## src/rtl/cnn_acc_pkg.sv

```systemverilog
// ---------------------------------------------------------------------------
// cnn_acc_pkg
// Shared definitions for the accumulate/requantize block:
//   state_t        - FSM state encoding (IDLE, ACC, ROUND, OUT)
//   DEF_DOUT_WIDTH - default result width
//   SAT_MAX/SAT_MIN - saturation bounds for the default result width
//   sat_max/sat_min - saturation bounds for an arbitrary result width
//   rnd_term       - round-half-up term added before the arithmetic shift
// Optional feature macro used by the block: CNN_ACC_BIAS_EN.
// ---------------------------------------------------------------------------
package cnn_acc_pkg;

    typedef enum logic [1:0] {
        IDLE  = 2'd0,
        ACC   = 2'd1,
        ROUND = 2'd2,
        OUT   = 2'd3
    } state_t;

    function automatic longint sat_max(input int width);
        return (longint'(1) <<< (width - 1)) - 1;
    endfunction

    function automatic longint sat_min(input int width);
        return -(longint'(1) <<< (width - 1));
    endfunction

    // A shift of zero means no fractional bits, so nothing to round.
    function automatic longint rnd_term(input int shift);
        if (shift > 0)
            return longint'(1) <<< (shift - 1);
        return 0;
    endfunction

    localparam int     DEF_DOUT_WIDTH = 14;
    localparam longint SAT_MAX        = sat_max(DEF_DOUT_WIDTH);
    localparam longint SAT_MIN        = sat_min(DEF_DOUT_WIDTH);

endpackage

```

## src/rtl/cnn_acc_requant_if.sv

```systemverilog
// ---------------------------------------------------------------------------
// cnn_acc_requant_if
// Product input channel and result output channel of cnn_acc_requant.
//   prod_din/prod_vld/prod_rdy : signed products in, valid/ready handshake
//   res_dout/res_vld/res_rdy   : signed saturated result out, valid/ready
// Modports: master = upstream/downstream environment, slave = the block.
// ---------------------------------------------------------------------------
interface cnn_acc_requant_if #(
    parameter int DIN_WIDTH  = 23,
    parameter int DOUT_WIDTH = 14
);
    logic signed [DIN_WIDTH-1:0]  prod_din;
    logic                         prod_vld;
    logic                         prod_rdy;
    logic signed [DOUT_WIDTH-1:0] res_dout;
    logic                         res_vld;
    logic                         res_rdy;

    modport master (
        output prod_din, prod_vld, res_rdy,
        input  prod_rdy, res_dout, res_vld
    );

    modport slave (
        input  prod_din, prod_vld, res_rdy,
        output prod_rdy, res_dout, res_vld
    );
endinterface

```

## src/rtl/cnn_round_sat.sv

```systemverilog
// ---------------------------------------------------------------------------
// cnn_round_sat
// Combinational requantizer: adds the round-half-up term, shifts right
// arithmetically by SHIFT and clamps to [SAT_LO, SAT_HI].
//   acc   (in)  : signed accumulator value
//   dout  (out) : signed saturated result
//   clamp (out) : high when the result had to be clamped
// ---------------------------------------------------------------------------
module cnn_round_sat
    import cnn_acc_pkg::*;
#(
    parameter int     ACC_WIDTH  = 27,
    parameter int     DOUT_WIDTH = DEF_DOUT_WIDTH,
    parameter int     SHIFT      = 8,
    parameter longint SAT_HI     = SAT_MAX,
    parameter longint SAT_LO     = SAT_MIN
) (
    input  logic signed [ACC_WIDTH-1:0]  acc,
    output logic signed [DOUT_WIDTH-1:0] dout,
    output logic                         clamp
);
    // One extra bit so adding the rounding term can never wrap.
    localparam int EW = ACC_WIDTH + 1;
    localparam logic signed [EW-1:0] RND = EW'(rnd_term(SHIFT));
    localparam logic signed [EW-1:0] HI  = EW'(SAT_HI);
    localparam logic signed [EW-1:0] LO  = EW'(SAT_LO);

    logic signed [EW-1:0] sum;
    logic signed [EW-1:0] shifted;

    always_comb begin
        sum     = EW'(acc) + RND;
        shifted = sum >>> SHIFT;
        dout    = shifted[DOUT_WIDTH-1:0];
        clamp   = 1'b0;
        if (shifted > HI) begin
            dout  = HI[DOUT_WIDTH-1:0];
            clamp = 1'b1;
        end else if (shifted < LO) begin
            dout  = LO[DOUT_WIDTH-1:0];
            clamp = 1'b1;
        end
    end
endmodule

```

## src/rtl/cnn_acc_requant.sv

```systemverilog
// ---------------------------------------------------------------------------
// cnn_acc_requant
// Accumulates ACC_LEN signed products, then rounds, shifts and saturates the
// sum into a DOUT_WIDTH result held until the downstream accepts it.
//   ap_clk    : clock, rising edge
//   ap_rst_n  : asynchronous active-low reset
//   bias_din  : signed bias, only with CNN_ACC_BIAS_EN defined
//   bus       : cnn_acc_requant_if.slave (product in / result out channels)
//   sat_flag  : sticky, set whenever a result was clamped
//   busy      : high whenever the FSM is not IDLE
// Optional feature macro: CNN_ACC_BIAS_EN.
// ---------------------------------------------------------------------------
module cnn_acc_requant
    import cnn_acc_pkg::*;
#(
    parameter int DIN_WIDTH  = 23,
    parameter int DOUT_WIDTH = DEF_DOUT_WIDTH,
    parameter int ACC_LEN    = 9,
    parameter int ACC_WIDTH  = 27,
    parameter int SHIFT      = 8
) (
    input  logic                         ap_clk,
    input  logic                         ap_rst_n,
`ifdef CNN_ACC_BIAS_EN
    input  logic signed [DOUT_WIDTH-1:0] bias_din,
`endif
    cnn_acc_requant_if.slave             bus,
    output logic                         sat_flag,
    output logic                         busy
);
    localparam int CNT_W = $clog2(ACC_LEN + 1);

    // The accumulator headroom only covers 2^(ACC_WIDTH-DIN_WIDTH) products.
    generate
        if (ACC_LEN < 1 || ACC_LEN > (1 << (ACC_WIDTH - DIN_WIDTH))) begin : g_bad_acc_len
            $error("cnn_acc_requant: ACC_LEN out of range for ACC_WIDTH/DIN_WIDTH");
        end
    endgenerate

    state_t                        state;
    state_t                        state_nx;
    logic signed [ACC_WIDTH-1:0]   acc;
    logic signed [ACC_WIDTH-1:0]   prod_ext;
    logic signed [ACC_WIDTH-1:0]   load_val;
    logic [CNT_W-1:0]              cnt;
    logic                          prod_rdy_c;
    logic                          prod_fire;
    logic                          last_prod;
    logic signed [DOUT_WIDTH-1:0]  rs_dout;
    logic                          rs_clamp;
    logic signed [DOUT_WIDTH-1:0]  res_q;

    assign prod_ext  = ACC_WIDTH'(bus.prod_din);
    assign prod_fire = bus.prod_vld && prod_rdy_c;
    assign last_prod = (cnt == CNT_W'(ACC_LEN - 1));

    // First product of a group replaces the accumulator, so a previous
    // group never leaks into the next one; the bias is pre-scaled so it
    // lands at unit weight after the final shift.
`ifdef CNN_ACC_BIAS_EN
    assign load_val = prod_ext + (ACC_WIDTH'(bias_din) <<< SHIFT);
`else
    assign load_val = prod_ext;
`endif

    always_ff @(posedge ap_clk or negedge ap_rst_n) begin
        if (!ap_rst_n)
            state <= IDLE;
        else
            state <= state_nx;
    end

    always_comb begin
        state_nx   = state;
        prod_rdy_c = 1'b0;
        case (state)
            IDLE: begin
                prod_rdy_c = 1'b1;
                if (bus.prod_vld)
                    state_nx = (ACC_LEN == 1) ? ROUND : ACC;
            end
            ACC: begin
                prod_rdy_c = 1'b1;
                if (bus.prod_vld && last_prod)
                    state_nx = ROUND;
            end
            ROUND:   state_nx = OUT;
            OUT: begin
                if (bus.res_rdy)
                    state_nx = IDLE;
            end
            default: state_nx = IDLE;
        endcase
    end

    always_ff @(posedge ap_clk or negedge ap_rst_n) begin
        if (!ap_rst_n) begin
            acc      <= '0;
            cnt      <= '0;
            res_q    <= '0;
            sat_flag <= 1'b0;
        end else begin
            if (prod_fire) begin
                if (state == IDLE) begin
                    acc <= load_val;
                    cnt <= CNT_W'(1);
                end else begin
                    acc <= acc + prod_ext;
                    cnt <= cnt + CNT_W'(1);
                end
            end
            if (state == ROUND) begin
                res_q <= rs_dout;
                if (rs_clamp)
                    sat_flag <= 1'b1;
            end
        end
    end

    cnn_round_sat #(
        .ACC_WIDTH  (ACC_WIDTH),
        .DOUT_WIDTH (DOUT_WIDTH),
        .SHIFT      (SHIFT),
        .SAT_HI     (sat_max(DOUT_WIDTH)),
        .SAT_LO     (sat_min(DOUT_WIDTH))
    ) u_round_sat (
        .acc   (acc),
        .dout  (rs_dout),
        .clamp (rs_clamp)
    );

    assign bus.prod_rdy = prod_rdy_c;
    assign bus.res_dout = res_q;
    assign bus.res_vld  = (state == OUT);
    assign busy         = (state != IDLE);
endmodule
```

## src/flat_wrapper.sv

```systemverilog
// flat-port wrapper written by rule: the top's interface ports become plain ports
module cnn_acc_requant_flat import cnn_acc_pkg::*;
#(
    parameter int DIN_WIDTH  = 23,
    parameter int DOUT_WIDTH = DEF_DOUT_WIDTH,
    parameter int ACC_LEN    = 9,
    parameter int ACC_WIDTH  = 27,
    parameter int SHIFT      = 8
)
  (ap_clk, ap_rst_n, sat_flag, busy, bus_prod_din, bus_prod_vld, bus_res_rdy, bus_prod_rdy, bus_res_dout, bus_res_vld);
  cnn_acc_requant_if #(.DIN_WIDTH(DIN_WIDTH), .DOUT_WIDTH(DOUT_WIDTH)) bus_i ();
  input  logic ap_clk;
  input  logic ap_rst_n;
  output logic sat_flag;
  output logic busy;
  input wire logic [$bits(bus_i.prod_din)-1:0] bus_prod_din;
  input wire logic [$bits(bus_i.prod_vld)-1:0] bus_prod_vld;
  input wire logic [$bits(bus_i.res_rdy)-1:0] bus_res_rdy;
  output wire logic [$bits(bus_i.prod_rdy)-1:0] bus_prod_rdy;
  output wire logic [$bits(bus_i.res_dout)-1:0] bus_res_dout;
  output wire logic [$bits(bus_i.res_vld)-1:0] bus_res_vld;
  assign bus_i.prod_din = bus_prod_din;
  assign bus_i.prod_vld = bus_prod_vld;
  assign bus_i.res_rdy = bus_res_rdy;
  assign bus_prod_rdy = bus_i.prod_rdy;
  assign bus_res_dout = bus_i.res_dout;
  assign bus_res_vld = bus_i.res_vld;
  cnn_acc_requant #(.DIN_WIDTH(DIN_WIDTH), .DOUT_WIDTH(DOUT_WIDTH), .ACC_LEN(ACC_LEN), .ACC_WIDTH(ACC_WIDTH), .SHIFT(SHIFT)) u_core (.ap_clk(ap_clk), .ap_rst_n(ap_rst_n), .bus(bus_i), .sat_flag(sat_flag), .busy(busy));
endmodule
```

## config.mk

```make
export PLATFORM = sky130hd
export DESIGN_NAME = cnn_acc_requant_flat
export DESIGN_NICKNAME = d
export VERILOG_FILES = /design/src/rtl/cnn_acc_pkg.sv /design/src/rtl/cnn_acc_requant_if.sv /design/src/rtl/cnn_round_sat.sv /design/src/rtl/cnn_acc_requant.sv /design/src/flat_wrapper.sv
export SDC_FILE = /design/constraint.sdc
export NUM_CORES = 1
export LEC_CHECK = 0
export CAP_MARGIN = 20
export CELL_PAD_IN_SITES_DETAIL_PLACEMENT = 1
export CELL_PAD_IN_SITES_GLOBAL_PLACEMENT = 1
export CORE_MARGIN = 10
export CORE_UTILIZATION = 48
export CTS_BUF_LIST = sky130_fd_sc_hd__clkbuf_8
export DETAILED_ROUTE_END_ITERATION = 10
export GPL_ROUTABILITY_DRIVEN = 0
export GPL_TIMING_DRIVEN = 0
export PLACE_DENSITY_LB_ADDON = 0.1
export SLEW_MARGIN = 0
export SYNTH_ARGS = -nofsm -noshare
export SYNTH_HDL_FRONTEND = slang
export SYNTH_SLANG_ARGS = --single-unit
export TNS_END_PERCENT = 5
```

## constraint.sdc

```tcl
create_clock -name ap_clk -period 8 [get_ports ap_clk]
set_input_delay 1.6 -clock ap_clk [delete_from_list [all_inputs] [get_ports ap_clk]]
set_output_delay 1.6 -clock ap_clk [all_outputs]
set_load 0.05 [all_outputs]
```

==> results.toml, run 1 <==
[yosys]
ys_warn_count = 0
synth_edf_count = 0
synth_top_area_cell = "dfrtp_1"
synth_seq_cells = 48
synth_compound_area_frac = 0.2686
syn_nets = 517
async_flop_share = 1.000
synth_top_family_by_area = "compound AO/OA/AOI/OAI gates"
syn_avg_cell_area_um2 = 8.610
postSynthCellCount = 456
syn-cell-area_um2 = 3926
synth_top_cell_area_share = 0.3059
seq_area_frac_synth = 0.3059
synthAdderAreaFrac = 0.1103
synthMuxAreaShare = 0.01179
synth-xor-area-share = 0.07584
ys_types = 62
synth_area_leaders = "dfrtp_1 (31%), ha_1 (11%), a21oi_1 (6.2%), o21ai_0 (5.4%), xnor2_1 (4.0%)"
synthFlopType = "dfrtp_1"
synth-simple-area-share = 0.1801

[global_route]
overflow = 0
met3_usage = 0.02755
grt_pass1_wl_um = 20000
grt_usage = 0.1891
grt_max_degree = 26
grt-busiest-layer = "met2"
use_met1 = 0.2484
antenna_found_initial = 0
met2_usage = 0.3157
grt_pass1_vias = 3841

[power]
p_per_area_nw_per_um2 = 454.7
ir_drop_mv = 0.1481
p_leak_uw = 0.001980
total_power_uw = 2081

[timing]
finalMaxSlewViolations = 0
period_needed_ps = 4665
fin_crit_sh = 0.5831
worstMarginPinSlew_ps = 632.1
setup_viol = 0
fmax_mhz = 214.4
rsz0062_at_grt = "false"
hold_viol_final = 0
maxSlewHeadroom = 0.5750
fin_tns_setup_ps = 0
finClkSkew_ps = 4.745

[drt]
avgViaCountPerCell = 6.002
vias = 3655
wirelength_um = 11890
avgRoutedWirePerCell_um = 19.52
antenna_left = 0
drcViolationCount = 0
drtPass1Iterations = 4
dr.first_iter.drc_count = 221

[cells_and_area]
stdcell_area_um2 = 4577
layout_commonest_cell = "a21oi_1"
stdcell_count = 609
drive_above_1_share = 0.05917
num_antenna_cells = 0
synthToLayoutAreaGrowth_pct = 16.57
fin_nets = 568
most-common-layout-cells = "a21oi_1 (49), dfrtp_1 (48), o21ai_0 (42), clkdlybuf4s50_1 (42), nand2_1 (37)"

[worst_setup_path]
critPathKind = "in2reg"
crit_path_max_fanout = 3
start_kind = "input pin"
cp.required_ps = 8190
endpoint_kind = "flip-flop"
arrival_ps = 4860

[clocking]
htreeDepth = 2
clk_latency_ps = 300
cts.sinks = 48
cts_tree = "yes"
cts.clk_slew.worst_paths_ps = 90
root_buffer = "clkbuf_8"
cts_resized = 0
clk_path_buf_depth = 2
cts_buffers = 5
postCtsSetupBuffers = 0
ctsHoldBuffers = 0

[floorplanning]
io_pins = 45
die_w_um = 110.4
dieArea_um2 = 12200
core_um2 = 7848
rows = 32
die_y_um = 110.4
start_util = 0.5003

[run]
cap_violations = 0

[placed_design]
post-dp-hpwl_um = 9502
placed_area_um2 = 4499
io_buffer_count = 43
dp_cells = 602

[min_path]
hp-class = "reg2reg"

[run_status]
status = "completed"
[logic make-up (layout without fill, tap and decap cells)]
group / after synthesis / in the layout
AOI/OAI and AO/OA: 158 / 158
xor gates and xnor gates: 34 / 34
adders and majority gates: 34 / 34
buffers and inverters: 39 / 90
DFF: 48 / 48
muxes: 4 / 4
and+or+nand+nor: 139 / 139
[layout make-up]
cell class	count	area (um2)
clock buffers	5	68.82
fillers	958	3271
well taps	102	127.6
plain buffers	19	111.4
clock inverters	2	8.758
flip-flops and latches	48	1201
multi-input cells	369	2539
inverters	20	75.07
repair buffers	44	445.4
[flip-flops by register name, summed over array words and instances, names as in the netlist]
signal	count
u_core.cnt	4
u_core.bus.res_dout	14
u_core.acc	27
u_core.sat_flag	1
u_core.state	2
[power breakdown]
part	switching, uW	total (uW)	internal, uW
sequential	143	508	365
clock	78.7	137	58.3
combinational	863	1440	573
[through the flow]
stage               hold WS, ps  utilization  setup WS (ps)
floorplan                 450.7            -           4151
global placement          444.1       0.5714           3179
detailed placement        459.0       0.5733           3025
CTS                       478.7       0.5832           3339
global route              495.4       0.5832           3182
finish                    471.2       0.5832           3335
[per-layer routing]
metal  vias up  part of all wire
met3        12             0.032
met2        67              0.48
met1      1816              0.48
li1       1760                 -
met5         -                 0
met4         0             0.014
[worst max-delay path, cell delays in order]
cell,delay [ps]
clkdlybuf4s50_1,490
ha_1,180
inv_1,60
fa_1,410
nand2b_1,190
a21oi_1,330
a21oi_1,220
o31a_1,310
nor2_1,250
o41ai_2,170
o311a_1,400
o221ai_1,180
a21oi_1,50
[cells in the mapped netlist (3+ instances only)]
cell type	instances
xor2_1	16
inv_1	19
o21a_1	5
xnor2_1	18
nand2_1	37
nor3_1	5
a21o_1	12
a221o_1	3
and4_1	3
and2_1	3
ha_1	33
a21oi_1	49
nand4_1	6
dfrtp_1	48
clkbuf_1	12
o21bai_1	4
and3_1	11
nand2b_1	5
a211oi_1	3
nand3_1	13
o21ai_0	42
nor2b_1	6
a311o_1	5
a31oi_1	6
and2b_1	5
buf_6	4
nor2_1	36
a311o_2	4
[worst paths after layout]
kind                                 start               to  slack, ps  cells past startpoint
min                        u_core.sat_flag  u_core.sat_flag        470                      1
max reg2reg                  u_core.acc[0]   u_core.acc[26]       4760                     12
min reg2reg                u_core.sat_flag  u_core.sat_flag        470                      1
min in group asynchronous         ap_rst_n  u_core.state[1]       1290                      1
max                        bus_prod_din[0]   u_core.acc[26]       3330                     13
max in group asynchronous         ap_rst_n   u_core.acc[17]       6170                      2
No activity file was read; power rests on OpenSTA's default activity.
==> run 2, diff against run 1 <==
--- a/config.mk
+++ b/config.mk
@@ -9,7 +9,7 @@
 export CELL_PAD_IN_SITES_DETAIL_PLACEMENT = 1
 export CELL_PAD_IN_SITES_GLOBAL_PLACEMENT = 1
 export CORE_MARGIN = 10
-export CORE_UTILIZATION = 48
+export CORE_UTILIZATION = 40
 export CTS_BUF_LIST = sky130_fd_sc_hd__clkbuf_8
 export DETAILED_ROUTE_END_ITERATION = 10
 export GPL_ROUTABILITY_DRIVEN = 0
==> constraint.sdc (replaced) <==
create_clock -name ap_clk -period 4.21 [get_ports ap_clk]
set_input_delay 0.842 -clock ap_clk [delete_from_list [all_inputs] [get_ports ap_clk]]
set_output_delay 0.842 -clock ap_clk [all_outputs]
set_load 0.05 [all_outputs]
==> run 2 against run 1 <==
Net effect:
- register-to-register slack got worse by 3700 ps
- non-clock buffer count unchanged
- utilization decreased by 10 points
- flip-flop and latch count unchanged
- clock power increased by 120%
- final area increased by 1.3%
- routed wire length decreased by 1.1%
- clock-buffer cell count increased by 2
- combinational power increased by 88%
- setup slack got worse by 2900 ps
- first-iteration DRC count decreased by 36%
- critical path depth unchanged
- largest cell class unchanged
==> results.toml, run 2 (same netlist as run 1, synthesis figures left out) <==
[clocking]
postCtsSetupBuffers = 0
htreeDepth = 2
clk_latency_ps = 300
cts_resized = 0
ctsHoldBuffers = 0
cts_tree = "yes"
cts.sinks = 48
clk_path_buf_depth = 2
root_buffer = "clkbuf_8"
cts_buffers = 5
cts.clk_slew.worst_paths_ps = 80

[timing]
maxSlewHeadroom = 0.5610
fin_crit_sh = 0.8916
worstMarginPinSlew_ps = 658.4
rsz0062_at_grt = "false"
fin_tns_setup_ps = 0
setup_viol = 0
finalMaxSlewViolations = 0
fmax_mhz = 266.4
worst_slack_ps = 456.2
hold_viol_final = 0
finClkSkew_ps = 10.77
period_needed_ps = 3754

[global_route]
grt_usage = 0.1667
grt_pass1_wl_um = 19980
antenna_found_initial = 0
grt_pass1_vias = 3861
grt_max_degree = 27
overflow = 0

[drt]
drtPass1Iterations = 4
avgRoutedWirePerCell_um = 18.37
avgViaCountPerCell = 5.525
dr.first_iter.drc_count = 142
drcViolationCount = 0
wirelength_um = 11750
vias = 3536
antenna_left = 0

[floorplanning]
die_w_um = 119.1
rows = 36
dieArea_um2 = 14180
core_um2 = 9684
die_y_um = 119.1
start_util = 0.4054
io_pins = 45

[cells_and_area]
n_fill_cell = 1175
num_antenna_cells = 0
largest_reg_flops = 27
synthToLayoutAreaGrowth_pct = 18.04
most-common-layout-cells = "a21oi_1 (49), dfrtp_1 (48), o21ai_0 (42), clkdlybuf4s50_1 (42), nand2_1 (37)"
fin_nets = 568
layout_commonest_cell = "a21oi_1"
regMostFlops = "u_core.acc"
drive_above_1_share = 0.06114

[worst_setup_path]
cp.required_ps = 4390
crit_path_max_fanout = 3
endpoint_kind = "flip-flop"
start_kind = "input pin"
critPathKind = "in2reg"
arrival_ps = 3930

[power]
ir_drop_mv = 0.2849
p_leak_uw = 0.001985
p_per_area_nw_per_um2 = 858.0

[min_path]
hp-class = "reg2reg"

[run]
cap_violations = 0

[run_status]
status = "completed"

[placed_design]
place_ws_ps = 129.1
io_buffer_count = 43
post-dp-hpwl_um = 9470
## run 2: cell types whose count changed in the layout (fill, tap and decap cells not counted), sizes merged
| cell | delta |
|---|---|
| clkbuf | +2 |
| clkinv | -1 |
| inv | -1 |
## run 2: worst max-delay path: stages
cell and delay (ps):
clkdlybuf4s50_1 490, ha_1 170, inv_1 50, fa_1 390, nand2b_1 170, a21oi_1 290, a21oi_1 190, o31a_1 300
nor2_1 210, o41ai_2 150, o311a_1 410, o221ai_1 200, a21oi_1 70
## run 2: layout make-up
type                            count  area [um2]  area share
Sequential cell                    48        1201      0.2592
Clock buffer                        7       96.34     0.02079
Multi-Input combinational cell    369        2539      0.5478
Timing Repair Buffer               44       445.4     0.09611
Buffer                             19       111.4     0.02403
Tap cell                          133       166.4     0.03591
Inverter                           20       75.07     0.01620
## run 2: worst paths after layout
check                                 from                     end  slack [ps]  cells past startpoint
max                        bus_prod_din[0]          u_core.acc[26]         460                     13
min                        u_core.sat_flag         u_core.sat_flag         480                      1
max reg2reg                 u_core.acc[11]          u_core.acc[26]        1080                     10
min reg2reg                u_core.sat_flag         u_core.sat_flag         480                      1
max in group asynchronous         ap_rst_n          u_core.acc[19]        3140                      2
min in group asynchronous         ap_rst_n  u_core.bus.res_dout[7]         530                      1
## run 2: where the power goes
group          switching, uW  internal, uW  leakage, uW
Clock                    157           147    0.0000503
Combinational           1630          1090      0.00136
Sequential               264           694     0.000571
Total                   2050          1930      0.00199
## run 2: routing by layer
layer	up-vias	global-route usage	wire length, um
li1	1755	-	-
met1	1707	0.2262	5928
met2	63	0.2721	5246
met3	11	0.02078	378
met4	0	0.04580	200
met5	-	0	0
## run 2: stage by stage
step / area (um2) / cells / total power [uW] / util / hold WS [ps]
global route: 4634 / 640 / 4331 / 0.4786 / 508.4
global placement: 4523 / 632 / 3576 / 0.4671 / 448.2
CTS: 4634 / 640 / 3999 / 0.4786 / 481.4
finish: 4634 / 640 / 3976 / 0.4786 / 476.8
floorplan: 3926 / 456 / 2887 / - / 450.7
detailed placement: 4538 / 633 / 3683 / 0.4686 / 461.7
==> run 3, diff against run 2 <==
--- a/config.mk
+++ b/config.mk
@@ -15,7 +15,7 @@
 export GPL_ROUTABILITY_DRIVEN = 0
 export GPL_TIMING_DRIVEN = 0
 export PLACE_DENSITY_LB_ADDON = 0.1
-export SLEW_MARGIN = 0
+export SLEW_MARGIN = 20
 export SYNTH_ARGS = -nofsm -noshare
 export SYNTH_HDL_FRONTEND = slang
 export SYNTH_SLANG_ARGS = --single-unit
==> run 3 against run 2 <==
Net effect:
- die area is the same
- sequential share of layout area grew 0.12 points
- final area decreased by 0.46%
- largest power group unchanged
- combinational power about the same
- first-iteration DRC count is 39% higher
- clock skew down 4.5 ps
==> results.toml, run 3 (same netlist as run 1, synthesis figures left out) <==
[run_status]
status = "completed"

[global_route]
grt_max_degree = 49
antenna_found_initial = 0
grt_pass1_wl_um = 20000
grt_usage = 0.1668
grt_pass1_vias = 3821
overflow = 0

[worst_setup_path]
start_kind = "input pin"
crit_path_max_fanout = 3
slowest_stage = "clkdlybuf4s50_1"
ff2ff_setup_slack_ps = 1130
max_stage_delay_ps = 490
startpoint = "bus_prod_din[0]"
r2r_start = "u_core.acc[11]"
endpoint_kind = "flip-flop"
path_cells = "clkdlybuf4s50_1 -> ha_1 -> inv_1 -> fa_1 -> nand2b_1 -> a21oi_1 -> a21oi_1 -> o31a_1 -> nor2_1 -> o41ai_2 -> o311a_1 -> o221ai_1 -> a21oi_1"
crit_path_frequent_cell = "a21oi_1"
ff2ff_path_depth = 10
arrival_ps = 3930
cp.required_ps = 4390
critPathKind = "in2reg"

[drt]
antenna_left = 0
wirelength_um = 11750
drcViolationCount = 0
vias = 3603
avgViaCountPerCell = 5.630
avgRoutedWirePerCell_um = 18.36
dr.first_iter.drc_count = 197
drtPass1Iterations = 4

[clocking]
cts_tree = "yes"
cts.sinks = 48
postCtsSetupBuffers = 0
htreeDepth = 2
clk_latency_ps = 300
ctsHoldBuffers = 0
cts.clk_slew.worst_paths_ps = 90
cts_resized = 0
clk_path_buf_depth = 2
root_buffer = "clkbuf_8"
cts_buffers = 5

[floorplanning]
dieArea_um2 = 14180
rows = 36
die_y_um = 119.1
die_w_um = 119.1
io_pins = 45
start_util = 0.4054
core_um2 = 9684

[placed_design]
post-dp-hpwl_um = 9380
placed_area_um2 = 4521
place_ws_ps = 140.4
io_buffer_count = 43

[timing]
period_needed_ps = 3752
fin_crit_sh = 0.8911
finalMaxSlewViolations = 0
rsz0062_at_grt = "false"
worstMarginPinSlew_ps = 655.0
hold_ws_ps = 468.9
finClkSkew_ps = 6.288
fmax_mhz = 266.6
hold_viol_final = 0
setup_viol = 0
worst_slack_ps = 458.4
maxSlewHeadroom = 0.5596
fin_tns_setup_ps = 0

[min_path]
hp-start = "u_core.sat_flag"
min_path_cells = 1
hp-class = "reg2reg"

[cells_and_area]
n_fill_cell = 1149
layout_commonest_cell = "a21oi_1"
regMostFlops = "u_core.acc"
stdcell_area_um2 = 4613
fin_nets = 567
largest_reg_flops = 27
most-common-layout-cells = "a21oi_1 (49), dfrtp_1 (48), o21ai_0 (42), clkdlybuf4s50_1 (42), nand2_1 (37)"
synthToLayoutAreaGrowth_pct = 17.50
drive_above_1_share = 0.06114
num_antenna_cells = 0

[power]
ir_drop_mv = 0.3208
p_per_area_nw_per_um2 = 858.2
p_leak_uw = 0.001977

[run]
cap_violations = 0
run 3: path summary, 6_finish.rpt:
path	endpoint
setup / recovery	u_core.acc[26]
hold / removal	u_core.sat_flag
setup reg to reg	u_core.acc[26]
hold reg to reg	u_core.sat_flag
max in group asynchronous	u_core.acc[23]
min in group asynchronous	u_core.state[0]
run 3: where the power goes:
group / switching (uW) / internal (uW)
logic: 1620 / 1080
registers: 265 / 694
clock network: 161 / 132
total: 2050 / 1910
run 3: cell type report:
class                   count  area [um2]  area share
clock inverters             2       10.01    0.002170
repair buffers             43       427.9     0.09276
inverters                  20       75.07     0.01627
clock buffers               6       82.58     0.01790
flip-flops and latches     48        1201      0.2604
well taps                 133       166.4     0.03607
multi-input cells         369        2539      0.5503
plain buffers              19       111.4     0.02414
run 3: routing by layer:
metal,part of all wire,vias to the layer above,track usage
met5,0,-,0
met1,0.49,1765,0.2310
met4,0.013,0,0.04275
met2,0.45,74,0.2656
li1,-,1756,-
met3,0.046,8,0.02409
run 3: stage by stage:
stage,util,std cells,power (uW)
3_5_place_dp,0.4668,632,3685
3_3_place_gp,0.4671,632,3576
6_report,0.4764,640,3959
5_1_grt,0.4764,640,4329
2_1_floorplan,-,456,2887
4_1_cts,0.4764,640,3988
run 3: worst max-delay path: cells and delay by family:
family          cells  cell delay [ps]
simple gates        2              380
fa+ha+maj           2              560
compound gates      7             1610
buf+inv             2              540
